**src/rtl/bus_snooper.sv**
```systemverilog
// Two-block MSI snooper. It watches bus messages, downgrades or invalidates
// the local copies and writes back dirty data before the snooped miss completes.
module bus_snooper #(
  parameter int WB_TIMEOUT = 15
) (
  input  logic       clock,
  input  logic       reset,
  input  logic       bus_valid,
  input  logic [1:0] bus_op,
  input  logic [2:0] bus_address,
  output logic       bus_ready,
  input  logic       fill_en,
  input  logic [1:0] fill_state,
  input  logic [2:0] fill_address,
  input  logic [3:0] fill_data,
  output logic       fill_ready,
  output logic       write_back,
  output logic [2:0] wb_address,
  output logic [3:0] wb_data,
  input  logic       mem_ack,
  output logic       abort_access,
  output logic [1:0] state_cb0,
  output logic [1:0] state_cb1,
  output logic       wb_timeout,
  output logic [1:0] dbg_state
);

  // Handshakes: a bus message transfers on a clock edge where bus_valid and
  // bus_ready are both 1; a fill transfers where fill_en and fill_ready are
  // both 1; the write-back transfers where write_back and mem_ack are both 1.
  // A fill without fill_ready is dropped rather than held.

  localparam logic [1:0] MSI_I = 2'b00;
  localparam logic [1:0] MSI_S = 2'b01;
  localparam logic [1:0] MSI_M = 2'b10;

  localparam logic [1:0] OP_RD  = 2'b00;
  localparam logic [1:0] OP_WR  = 2'b01;
  localparam logic [1:0] OP_INV = 2'b10;

  localparam logic [3:0] WB_LAST = 4'(WB_TIMEOUT - 1);

  typedef enum logic [1:0] {
    S_IDLE   = 2'd0,
    S_LOOKUP = 2'd1,
    S_WB     = 2'd2
  } fsm_t;

  fsm_t state, state_next;

  logic [1:0][1:0] blk_state;
  logic [1:0][2:0] blk_tag;
  logic [1:0][3:0] blk_data;

  logic [1:0] cap_op;
  logic [2:0] cap_addr;
  logic [3:0] wb_cnt, wb_cnt_next;
  logic       timeout_next;

  logic       upd_en;
  logic [1:0] upd_state;

  logic       idx;
  logic [1:0] cur_state;
  logic       hit;

  assign idx       = cap_addr[0];
  assign cur_state = blk_state[idx];
  assign hit       = (blk_tag[idx] == cap_addr) && (cur_state != MSI_I);

  assign bus_ready    = (state == S_IDLE);
  assign fill_ready   = (state == S_IDLE) && !bus_valid;
  assign write_back   = (state == S_WB);
  assign abort_access = (state == S_WB);
  assign wb_address   = write_back ? blk_tag[idx]  : 3'd0;
  assign wb_data      = write_back ? blk_data[idx] : 4'd0;
  assign state_cb0    = blk_state[0];
  assign state_cb1    = blk_state[1];
  assign dbg_state    = state;

  always_comb begin
    state_next   = state;
    wb_cnt_next  = wb_cnt;
    timeout_next = 1'b0;
    upd_en       = 1'b0;
    upd_state    = cur_state;
    case (state)
      S_IDLE: begin
        if (bus_valid) state_next = S_LOOKUP;
      end
      S_LOOKUP: begin
        state_next  = S_IDLE;
        wb_cnt_next = 4'd0;
        case (cap_op)
          OP_RD: begin
            if (hit && cur_state == MSI_M) state_next = S_WB;
          end
          OP_WR: begin
            if (hit && cur_state == MSI_M) begin
              state_next = S_WB;
            end else if (hit) begin
              upd_en    = 1'b1;
              upd_state = MSI_I;
            end
          end
          OP_INV: begin
            // Invalidate drops dirty data too: the requester owns the line now.
            if (hit) begin
              upd_en    = 1'b1;
              upd_state = MSI_I;
            end
          end
          default: ;
        endcase
      end
      S_WB: begin
        if (mem_ack || wb_cnt == WB_LAST) begin
          state_next   = S_IDLE;
          upd_en       = 1'b1;
          upd_state    = (cap_op == OP_RD) ? MSI_S : MSI_I;
          timeout_next = !mem_ack;
        end else begin
          wb_cnt_next = wb_cnt + 4'd1;
        end
      end
      default: state_next = S_IDLE;
    endcase
  end

  always_ff @(posedge clock) begin
    if (reset) begin
      state      <= S_IDLE;
      cap_op     <= 2'd0;
      cap_addr   <= 3'd0;
      wb_cnt     <= 4'd0;
      wb_timeout <= 1'b0;
      blk_state  <= '0;
      blk_tag    <= '0;
      blk_data   <= '0;
    end else begin
      state      <= state_next;
      wb_cnt     <= wb_cnt_next;
      wb_timeout <= timeout_next;
      if (state == S_IDLE && bus_valid) begin
        cap_op   <= bus_op;
        cap_addr <= bus_address;
      end
      if (upd_en) blk_state[idx] <= upd_state;
      if (fill_en && fill_ready) begin
        blk_state[fill_address[0]] <= (fill_state == 2'b11) ? MSI_I : fill_state;
        blk_tag[fill_address[0]]   <= fill_address;
        blk_data[fill_address[0]]  <= fill_data;
      end
    end
  end

endmodule

```
**config.mk**
```make
export PLATFORM = sky130hd
export DESIGN_NAME = bus_snooper
export DESIGN_NICKNAME = d
export VERILOG_FILES = /design/src/rtl/bus_snooper.sv
export SDC_FILE = /design/constraint.sdc
export NUM_CORES = 1
export LEC_CHECK = 0
export CAP_MARGIN = 20
export CORE_AREA = 2 2 55 77
export DETAILED_ROUTE_END_ITERATION = 10
export DIE_AREA = 0 0 57 79
export HOLD_SLACK_MARGIN = 0.02
export PLACE_DENSITY_LB_ADDON = 0.12
export SYNTH_ARGS = -nofsm -noshare
export SYNTH_HDL_FRONTEND = slang
export SYNTH_SLANG_ARGS = --single-unit
```
**constraint.sdc**
```tcl
create_clock -name clock -period 1.7 [get_ports clock]
set_input_delay 0.255 -clock clock [delete_from_list [all_inputs] [get_ports clock]]
set_output_delay 0.255 -clock clock [all_outputs]
set_load 0.03 [all_outputs]
```
* Word-level counts from Yosys, hierarchy flattened
Index checks and enable logic that the tools add are counted.
** Word-level totals
- Bits in registers :: 30
- Input port bits :: 19
- Output and inout bits :: 18
** Cells by class
- Add/subtract/negate cells :: 1
- Magnitude comparators :: 4
- Equality and inequality tests :: 11
- Muxes and demuxes :: 42
- Bitwise logic cells :: 2
- Reductions and logical operators :: 18
** Operator list (count)
- 4-bit two-way mux :: 8
- 2-bit two-way mux :: 12
- 3-bit two-way mux :: 4
- 4-bit bitwise mux :: 2
- 8-bit bitwise mux :: 1
- 2-bit == test, second input constant :: 4
- 2-bit case mux with 2 select lines :: 2
- 4-bit case mux with 2 select lines :: 1
- 1-bit logical AND :: 7
- 6-bit bitwise mux :: 1
- 2-bit case mux with 3 select lines :: 1
- 4-bit by 1-bit adder with 4-bit output, second input constant :: 1
- 2-bit demux with 1-bit select :: 2
- 4-bit demux with 1-bit select :: 1
- 2-bit by 1-bit == test with 1-bit output, second input constant :: 2
- 4-bit == test, second input constant :: 1
- 2-bit zero test :: 2
- 1-bit by 2-bit less-than comparator with 1-bit output, second input constant :: 2
- 1-bit two-way mux :: 4
- 2-bit != test, second input constant :: 2
- 1-bit case mux with 2 select lines :: 2
- 2-bit AND reduction :: 2
- 2-bit nonzero test :: 2
- 3-bit demux with 1-bit select :: 1
- other kinds (8) :: 11

* Depth between registers and ports, before layout
Gate-level depths: netlist (run 1).
- Depth in word-level cells :: 13
- Mapped depth :: 10
- Gate-level depth less buffers :: 8

* Least setup slack after synthesis (run 1)
OpenSTA, ideal clock, no wires.
- Kind :: register to register
- Start :: register state[0], in the netlist dbg_state[0]
- End :: register blk_state, in the netlist state_cb0[1]
- Data arrival time :: 2324 ps
- Setup slack :: -750 ps
- Stages on the path, launching flop included :: 10
- Path buffers :: 2
- Period minus slack after synthesis :: 2450 ps
- Path through :: dfxtp_1 -> inv_1 -> ha_1 -> nor2b_1 -> clkbuf_1 -> nand2_1 -> or2_0 -> clkbuf_1 -> a41oi_1 -> o31ai_1
** On the way
- Elaborated cells on any way between the ends :: 12
- Those cells by class :: 2 x eq/ne; 7 x mux; 3 x reduce/logical
** RTL lines
- from (decl) :: line 49 : fsm_t state, state_next;
- from (signal assigned) :: line 141 : state <= state_next;
- 2-bit zero test
- net bus_ready :: line 11 : output logic bus_ready,
- 1-bit logical AND :: line 72 : assign fill_ready = (state == S_IDLE) && !bus_valid;
- net fill_ready :: line 16 : output logic fill_ready,
- 1-bit logical AND :: line 149 : if (fill_en && fill_ready) begin
- 4-bit two-way mux :: line 149
- to (signal, indexed assignment) :: line 148 : if (upd_en) blk_state[idx] <= upd_state;
- to (signal, indexed assignment) :: line 150 : blk_state[fill_address[0]] <= (fill_state == 2'b11) ? MSI_I : fill_state;
- to (decl) :: line 51 : logic [1:0][1:0] blk_state;
The timed path passes the listed nets, and every way through them passes these cells. The select of a mux whose other input is x is not followed.
A chain may end at the register's enable or synchronous reset.

* Worst setup path after layout (run 1)
- Start :: register cap_addr[0]
- End :: register blk_state, in the netlist state_cb0[1]
** On the way
- Cells in the longest elaborated chain, start to end :: 13
- Elaborated cells on any way between the ends :: 28
- Those cells by class :: 2 x order compare; 2 x eq/ne; 20 x mux; 4 x reduce/logical
** RTL lines
- from (decl) :: line 56 : logic [2:0] cap_addr;
- from (signal assigned) :: line 146 : cap_addr <= bus_address;
- 3-bit two-way mux (implied by the code) / 2-bit two-way mux (equally long branches) (2 in series) :: line 69, 68
- 3-bit == test / 2-bit nonzero test (equally long branches) :: line 69 : assign hit = (blk_tag[idx] == cap_addr) && (cur_state != MSI_I);
- 1-bit logical AND :: line 69
- 2-bit two-way mux / 1-bit logical AND (equally long branches) :: line 101, 108, 99
- 2-bit two-way mux :: line 99 : if (hit && cur_state == MSI_M) begin
- 2-bit case mux with 2 select lines :: line 94 : case (cap_op)
- 2-bit case mux with 2 select lines :: line 87 : case (state)
- 4-bit bitwise mux :: line 148
- 4-bit two-way mux * :: line 148
- 4-bit two-way mux * :: line 131 : if (reset) begin
- 4-bit bitwise mux :: line 150
- 4-bit two-way mux * :: line 149
Every way passes the cells marked *; elsewhere a longest branch is shown, timed or not. The select of a mux whose other input is x is not followed.

==> results.yml, run 1 <==
setup_path:
  worstSetupPathType: "register to register"
  worstPathArrival_ns: 1.96
  endpoint_kind: "register"
  start_kind: "register"
  cp.required_ns: 1.87
  path_max_fanout: 4
die:
  core_um2: 3851
  start_util: 0.4318
  ios: 37
  dieWidth_um: 57
  row_count: 27
  die_y_um: 79
  dieArea_um2: 4503
placement:
  io_buffers: 36
  dp_hpwl_um: 3336
  globalplace.congestion: 0.8780
  place_area_um2: 2308
logic_synthesis:
  syn_nets: 238
  ys_seq_elements: 30
  synth.avg_cell_area_um2: 7.881
  ys_seq_area_frac: 0.3612
  yosys_warnings: 0
  netlist_area_um2: 1663
  synthDistinctLibCells: 36
  synth_cells: 211
global_route:
  antenna_found_initial: 0
  grt_pass1_wl_um: 7458
  grt_start_max_net_pins: 15
  grt_usage: 0.2145
  grt_remaining_overflow: 0
  grt_pass1_vias: 1656
cts:
  cts_tree: "done"
  ctsHtreeMaxLevel: 2
  path_clk_slew_ns: 0.06
  cts_root_buf: "clkbuf_8"
  clock_path_buffers: 2
  cts_buffers: 5
  insertion_delay_ns: 0.29
  clock_sinks: 30
  hold_buffers: 0
sta:
  final_hold_viol_count: 0
  max_freq_ghz: 0.5595
  post-route-period-util: 1.051
  rsz0062_at_grt: "yes"
  fin_worst_skew_ns: 0.003788
  slew-limit-headroom: 0.7884
  worst_slew_pin_slew_ns: 0.3169
  drv_slew: 0
  fin_crit_ns: 1.787
  setup_tns_ns: -0.2547
  worst_slack_ns: -0.08745
  setup_viol_count_final: 4
drt:
  antenna_left: 0
  via_count: 1758
  dr.pass1.iters: 4
  wire_per_inst_um: 14.10
  drt_wl_total_um: 4638
  drtIter0Drc: 34
  avgViaCountPerCell: 5.343
  drc_errors: 0
status:
  violations: "negative setup slack"
  status: "finished with violations"
power:
  power.density_nw_per_um2: 684.2
  irDropWorstVdd_uv: 692.3
  p_leak_nw: 1.029
final_layout:
  antenna_cells: 0
  area_growth_syn_to_layout_pct: 54.70
  nets: 312
  final_common_cell: "buf_4"
  multi_input_area_um2: 1094
  drive_above_1_share: 0.3182
  regArea_um2: 615.6
  final_util: 0.6680
  nFillCells: 346
  final_cell_mix: "buf_4, nand2_1, dfxtp_1"
  stdcell_area_um2: 2572
worst_hold_path:
  hold_class: "register to register"
job:
  maxCapViolCount: 0
## where the power goes
part           total [W]  switching [W]  internal [W]
clock           0.000683       0.000275      0.000408
sequential      0.000741      0.0000186      0.000722
combinational   0.000336       0.000161      0.000176
total            0.00176       0.000454       0.00131
## state kept, by name, summed over array words and instances (netlist names)
register	count
blk_data	8
blk_tag	6
cap_addr	3
cap_op	2
dbg_state	2
state_cb0	2
state_cb1	2
wb_cnt	4
wb_timeout	1
## routing by layer
metal,GRT usage,share of wire,vias up
li1,-,-,880
met2,0.3770,0.52,48
met5,0,0,-
met4,0.08605,0.022,0
met3,0.04397,0.045,9
met1,0.2503,0.41,821
## synth_stat cells (all sizes together)
cell type	number	area (µm²)
nand2	41	153.9
dfxtp	30	600.6
a21oi	21	105.1
nor2	12	45.04
mux2i	11	110.1
nor2b	11	68.82
inv	10	37.54
nand3	9	45.04
clkbuf	8	30.03
ha	8	100.1
nor3	7	35.03
o21ai	5	25.02
and3	4	25.02
nand2b	4	25.02
a32oi	3	26.28
buf	3	20.01
a31oi	2	12.51
a41oi	2	17.52
nand4	2	12.51
nor3b	2	15.01
o31ai	2	15.01
xor2	2	17.52
a211oi	1	20.02
a22oi	1	7.510
a311oi	1	8.760
a31o	1	8.760
nand3b	1	7.510
nor4b	1	15.01
o2111ai	1	8.760
o211a	1	10.01
o311ai	1	8.760
o32a	1	10.01
or2	1	6.260
xnor2	1	8.760
## logic make-up (layout without fill, tap and decap cells)
logic type | Yosys count | in the layout | share of synthesized area
and+or+nand+nor | 95 | 95 | 0.2731
AOI/OAI and AO/OA | 43 | 43 | 0.1708
DFF | 30 | 30 | 0.3612
buffers and inverters | 21 | 96 | 0.05267
muxes | 11 | 11 | 0.06622
adders and majority gates | 8 | 8 | 0.06020
xor gates and xnor gates | 3 | 3 | 0.01580
## worst max-delay path, cell delays in order, from the launching register on
cell and delay, ns:
dfxtp_4 0.36, buf_6 0.11, nor3b_4 0.14, o32a_1 0.37, nor4b_2 0.32, a21oi_2 0.13
a41oi_2 0.14, o31ai_1 0.09
## what timing repair did
action,CTS,global route
setup endpoints to repair,6,13
buffers inserted,6,2
resized for setup,16,9
cloned,0,0
pin swaps,7,11
## area by class of cell
cell class              instances  share of cell area
clock buffers                   8             0.04280
inverters                      10             0.01654
multi-input cells             160              0.4251
flip-flops and latches         30              0.2393
well taps                      43             0.02091
repair buffers                 78              0.2553
## path summary, 6_finish.rpt
check                           slack, ns                       end                      from  depth (start not counted)
worst max-delay path                -0.09   state_cb0[1]$_SDFF_PP0_  cap_addr[0]$_SDFFE_PP0P_                          7
worst min-delay path                 0.45  blk_data[1]$_SDFFE_PP0P_  blk_data[1]$_SDFFE_PP0P_                          2
worst max register to register      -0.09   state_cb0[1]$_SDFF_PP0_  cap_addr[0]$_SDFFE_PP0P_                          7
worst min register to register       0.45  blk_data[1]$_SDFFE_PP0P_  blk_data[1]$_SDFFE_PP0P_                          2
## metrics by stage
stage | hold WS (ns) | total power (W) | instances | setup WS, ns
2_1_floorplan | 0.3910 | 0.0009164 | 211 | -0.03592
3_3_place_gp | 0.4430 | 0.001049 | 313 | -0.1052
3_5_place_dp | 0.4479 | 0.001051 | 313 | -0.1548
4_1_cts | 0.4566 | 0.001758 | 327 | -0.08751
5_1_grt | 0.4809 | 0.001833 | 329 | -0.1516
6_report | 0.4550 | 0.001760 | 329 | -0.08745
No activity file was read; power rests on OpenSTA's default activity.
==> run 2, diff against run 1 <==
--- a/config.mk
+++ b/config.mk
@@ -5,10 +5,11 @@
 export SDC_FILE = /design/constraint.sdc
 export NUM_CORES = 1
 export LEC_CHECK = 0
+export ABC_AREA = 1
 export CAP_MARGIN = 20
-export CORE_AREA = 2 2 55 77
+export CORE_AREA = 2 2 54 77
 export DETAILED_ROUTE_END_ITERATION = 10
-export DIE_AREA = 0 0 57 79
+export DIE_AREA = 0 0 56 79
 export HOLD_SLACK_MARGIN = 0.02
 export PLACE_DENSITY_LB_ADDON = 0.12
 export SYNTH_ARGS = -nofsm -noshare
==> results.yml, run 2 <==
drt:
  drt_wl_total_um: 4079
  wire_per_inst_um: 12.63
  drc_errors: 0
  dr.pass1.iters: 4
  drtIter0Drc: 41
  antenna_left: 0
  avgViaCountPerCell: 5.059
  via_count: 1634
sta:
  drv_slew: 0
  fin_crit_ns: 1.654
  post-route-period-util: 0.9727
  rsz0062_at_grt: "yes"
  worst_slack_ns: 0.04645
  slew-limit-headroom: 0.7545
  setup_viol_count_final: 0
  final_hold_viol_count: 0
  fin_worst_skew_ns: 0.002442
  max_freq_ghz: 0.6048
  whs_ns: 0.4493
  worst_slew_pin_slew_ns: 0.3674
power:
  power.density_nw_per_um2: 981.7
  sw_frac_of_total: 0.3368
  power_frac_comb: 0.331
  irDropWorstVdd_uv: 578.2
  clkPwrFrac: 0.307
  p_leak_nw: 0.9616
  p_switching_w: 0.0007476
  power_frac_seq: 0.363
  p_int_w: 0.001472
global_route:
  grt_pass1_vias: 1549
  antenna_found_initial: 0
  grt_pass1_wl_um: 6693
  grt_remaining_overflow: 0
  grt_usage: 0.1913
  grt_start_max_net_pins: 16
final_layout:
  regMostFlops: "blk_data"
  stdcell_area_um2: 2261
  top_regs: "blk_data (8), blk_tag (6), wb_cnt (4)"
  final_common_cell: "nand2_1"
  drive_above_1_share: 0.2214
  largest_reg_flops: 8
  final_cell_mix: "nand2_1, inv_1, o21ai_0"
  antenna_cells: 0
  area_growth_syn_to_layout_pct: 42.06
  instances_no_fill: 323
  nets: 306
  nFillCells: 365
setup_path:
  path_delay_family: "buffers and inverters"
  cp_num_buf_inv: 4
  cp_cell_sequence: "inv_2 -> ha_4 -> inv_1 -> buf_4 -> a21oi_2 -> buf_6"
  worstPathArrival_ns: 1.40
  endpoint_kind: "output port"
  cp.required_ns: 1.44
  critPathMaxStageDelay_ns: 0.34
  path_max_fanout: 5
  cp_slowest_cell: "dfxtp_2"
  start_kind: "register"
  worstSetupPathType: "register to output port"
die:
  core_um2: 3784
  dieWidth_um: 56
  start_util: 0.4206
  die_y_um: 79
  ios: 37
  row_count: 27
  dieArea_um2: 4424
placement:
  io_buffers: 36
  dp_hpwl_um: 3092
  place_ws_ns: -0.01136
  globalplace.congestion: 0.8287
  place_area_um2: 2093
  place_inst: 312
logic_synthesis:
  yosysTopAreaCell: "dfxtp_1"
  synth_area_leaders: "dfxtp_1, a21oi_1, nand2_1"
  synth_cells: 230
  ys_seq_area_frac: 0.3774
  synth_most_common_cell: "nand2_1"
  synth.avg_cell_area_um2: 6.920
  ys_async_sr_fraction: 0
  ys_seq_elements: 30
  netlist_top_cells_count: "nand2_1, a21oi_1, inv_1, dfxtp_1, o21ai_0"
  synthDistinctLibCells: 28
  ys.flop_type: "dfxtp_1"
  synth-edff-count: 0
  netlist.area_leader.share: 0.3774
  netlist_area_um2: 1592
  syn_nets: 257
  yosys_warnings: 0
cts:
  path_clk_slew_ns: 0.06
  clock_sinks: 30
  cts_buffers: 5
  cts_tree: "done"
  hold_buffers: 0
  ctsHtreeMaxLevel: 2
  clock_path_buffers: 2
  cts_root_buf: "clkbuf_8"
  insertion_delay_ns: 0.28
status:
  status: "finished clean"
worst_hold_path:
  hold_class: "register to register"
job:
  maxCapViolCount: 0
-- run 2: final cells by class --
type	count	area (µm²)	share of cell area
timing repair buffer	48	446.7	0.1976
multi-input combinational	157	900.9	0.3985
inverter	37	143.9	0.06364
tap	43	53.80	0.02380
sequential	30	605.6	0.2678
clock buffer	8	110.1	0.04870
-- run 2: worst paths after layout --
check	from	to	slack [ns]	cells past startpoint
setup / recovery	dbg_state[0]$_SDFFE_PP0P_	wb_address[2]	0.05	6
hold / removal	wb_cnt[0]$_SDFFE_PP0P_	wb_cnt[0]$_SDFFE_PP0P_	0.45	1
setup reg to reg	dbg_state[1]$_SDFFE_PP0P_	state_cb0[0]$_SDFF_PP0_	0.10	9
hold reg to reg	wb_cnt[0]$_SDFFE_PP0P_	wb_cnt[0]$_SDFFE_PP0P_	0.45	1
-- run 2: kinds of logic after synthesis --
kind of cell    Yosys count  synth area share
flops                    30            0.3774
buf+inv                  43            0.1116
fa+ha+maj                 8           0.06290
compound gates           69            0.2288
simple gates             80            0.2193
-- run 2: repair_timing --
action | CTS | global route
pin swaps | 0 | 2
setup buffers | 0 | 3
gates resized for setup | 4 | 12
endpoints found under the setup margin | 10 | 16
-- run 2: power groups by stage --
stage	combinational, W	clock (W)	sequential, W
detailed placement	0.000701	0	0.000818
CTS	0.000699	0.000700	0.000804
global route	0.000802	0.000725	0.000811
floorplan	0.000446	0	0.000834
finish	0.000734	0.000681	0.000805
global placement	0.000698	0	0.000816
-- run 2: metal layers --
metal  wire, µm  track usage
met1       1703       0.2147
met5          0            0
met3        137      0.04235
met4         85       0.1000
met2       2153       0.3341
-- run 2: through the flow --
stage,total power (W),util,TNS (ns)
2_1_floorplan,0.001280,-,0
3_3_place_gp,0.001514,0.5532,0
3_5_place_dp,0.001518,0.5532,-0.01340
4_1_cts,0.002203,0.5840,0
5_1_grt,0.002338,0.5976,-0.06539
6_report,0.002220,0.5976,0
==> run 3, diff against run 2 <==
--- a/config.mk
+++ b/config.mk
@@ -12,6 +12,7 @@
 export DIE_AREA = 0 0 56 79
 export HOLD_SLACK_MARGIN = 0.02
 export PLACE_DENSITY_LB_ADDON = 0.12
+export SKIP_CTS_REPAIR_TIMING = 1
 export SYNTH_ARGS = -nofsm -noshare
 export SYNTH_HDL_FRONTEND = slang
 export SYNTH_SLANG_ARGS = --single-unit
==> results.yml, run 3 (synthesis results as in run 2) <==
setup_path:
  path_max_fanout: 5
  worstSetupPathType: "register to output port"
  start_kind: "register"
  cp_num_buf_inv: 4
  cp.required_ns: 1.44
  cp_slowest_cell: "dfxtp_2"
  critPathMaxStageDelay_ns: 0.35
  cp_cell_sequence: "inv_4 -> ha_4 -> inv_1 -> buf_4 -> a21oi_2 -> buf_6"
  worstPathArrival_ns: 1.38
  path_delay_family: "buffers and inverters"
  endpoint_kind: "output port"
placement:
  place_ws_ns: -0.01136
  globalplace.congestion: 0.8287
  dp_hpwl_um: 3092
  place_inst: 312
  io_buffers: 36
sta:
  rsz0062_at_grt: "yes"
  max_freq_ghz: 0.6130
  worst_slew_pin_slew_ns: 0.3684
  whs_ns: 0.4717
  drv_slew: 0
  fin_crit_ns: 1.631
  slew-limit-headroom: 0.7538
  worst_slack_ns: 0.06862
  post-route-period-util: 0.9596
  final_hold_viol_count: 0
  fin_worst_skew_ns: 0.002527
  setup_viol_count_final: 0
die:
  start_util: 0.4206
  ios: 37
  dieArea_um2: 4424
  die_y_um: 79
  row_count: 27
  dieWidth_um: 56
  core_um2: 3784
drt:
  dr.pass1.iters: 4
  antenna_left: 0
  drtIter0Drc: 43
  avgViaCountPerCell: 5.068
  drt_wl_total_um: 4100
  wire_per_inst_um: 12.69
  drc_errors: 0
  via_count: 1637
cts:
  cts_buffers: 5
  ctsHtreeMaxLevel: 2
  insertion_delay_ns: 0.28
  path_clk_slew_ns: 0.06
  clock_path_buffers: 2
  cts_root_buf: "clkbuf_8"
  clock_sinks: 30
  cts_tree: "done"
global_route:
  grt_usage: 0.1907
  grt_pass1_wl_um: 6672
  grt_start_max_net_pins: 16
  antenna_found_initial: 0
  grt_remaining_overflow: 0
  grt_pass1_vias: 1548
final_layout:
  area_growth_syn_to_layout_pct: 42.92
  instances_no_fill: 323
  nets: 306
  top_regs: "blk_data (8), blk_tag (6), wb_cnt (4)"
  drive_above_1_share: 0.2214
  final_cell_mix: "nand2_1, inv_1, o21ai_0"
  regMostFlops: "blk_data"
  largest_reg_flops: 8
  final_common_cell: "nand2_1"
  final_util: 0.6012
  multi_input_area_um2: 900.9
  nFillCells: 364
  antenna_cells: 0
  regArea_um2: 605.6
power:
  totalPowerFinal_w: 0.002226
  irDropWorstVdd_uv: 572.8
  p_leak_nw: 0.9934
  power.density_nw_per_um2: 978.6
worst_hold_path:
  hold_class: "register to register"
status:
  status: "finished clean"
job:
  maxCapViolCount: 0
==> run 3: tightest hold or removal path, cell delays in order, from the launching register on <==
cell and delay [ns]:
dfxtp_1 0.30, inv_1 0.07, a21oi_1 0.06
==> run 3: where the power goes <==
group          internal (W)  leakage (nW)  total, W  switching [W]
logic              0.000308         0.690  0.000739       0.000431
clock network      0.000409        0.0575  0.000680       0.000272
registers          0.000762         0.246  0.000806      0.0000448
total               0.00148         0.993   0.00223       0.000748
==> run 3: final timing paths <==
path | startpoint | to | slack (ns) | cells after the start
setup / recovery | dbg_state[0]$_SDFFE_PP0P_ | wb_address[2] | 0.07 | 6
hold / removal | blk_data[6]$_SDFFE_PP0P_ | blk_data[6]$_SDFFE_PP0P_ | 0.47 | 2
setup reg to reg | dbg_state[1]$_SDFFE_PP0P_ | state_cb0[0]$_SDFF_PP0_ | 0.10 | 9
hold reg to reg | blk_data[6]$_SDFFE_PP0P_ | blk_data[6]$_SDFFE_PP0P_ | 0.47 | 2
==> run 3: metal layers <==
layer	up-vias	GRT usage	wire, µm
met5	-	0	0
met2	35	0.3329	2165
met3	6	0.04235	151
met1	752	0.2137	1697
met4	0	0.1000	85
li1	844	-	-
==> run 3: cell type report <==
cell class,instances,share of cell area
clock buffers,8,0.04841
inverters,37,0.06436
multi-input cells,157,0.3960
flip-flops and latches,30,0.2662
well taps,43,0.02365
repair buffers,48,0.2013
==> run 3: metrics by stage <==
step / instance area (µm²) / setup TNS (ns)
after global routing: 2275 / -0.04371
after floorplan: 1654 / 0
after CTS: 2203 / -0.8496
final: 2275 / 0
after detailed placement: 2093 / -0.01340
after global placement: 2093 / 0
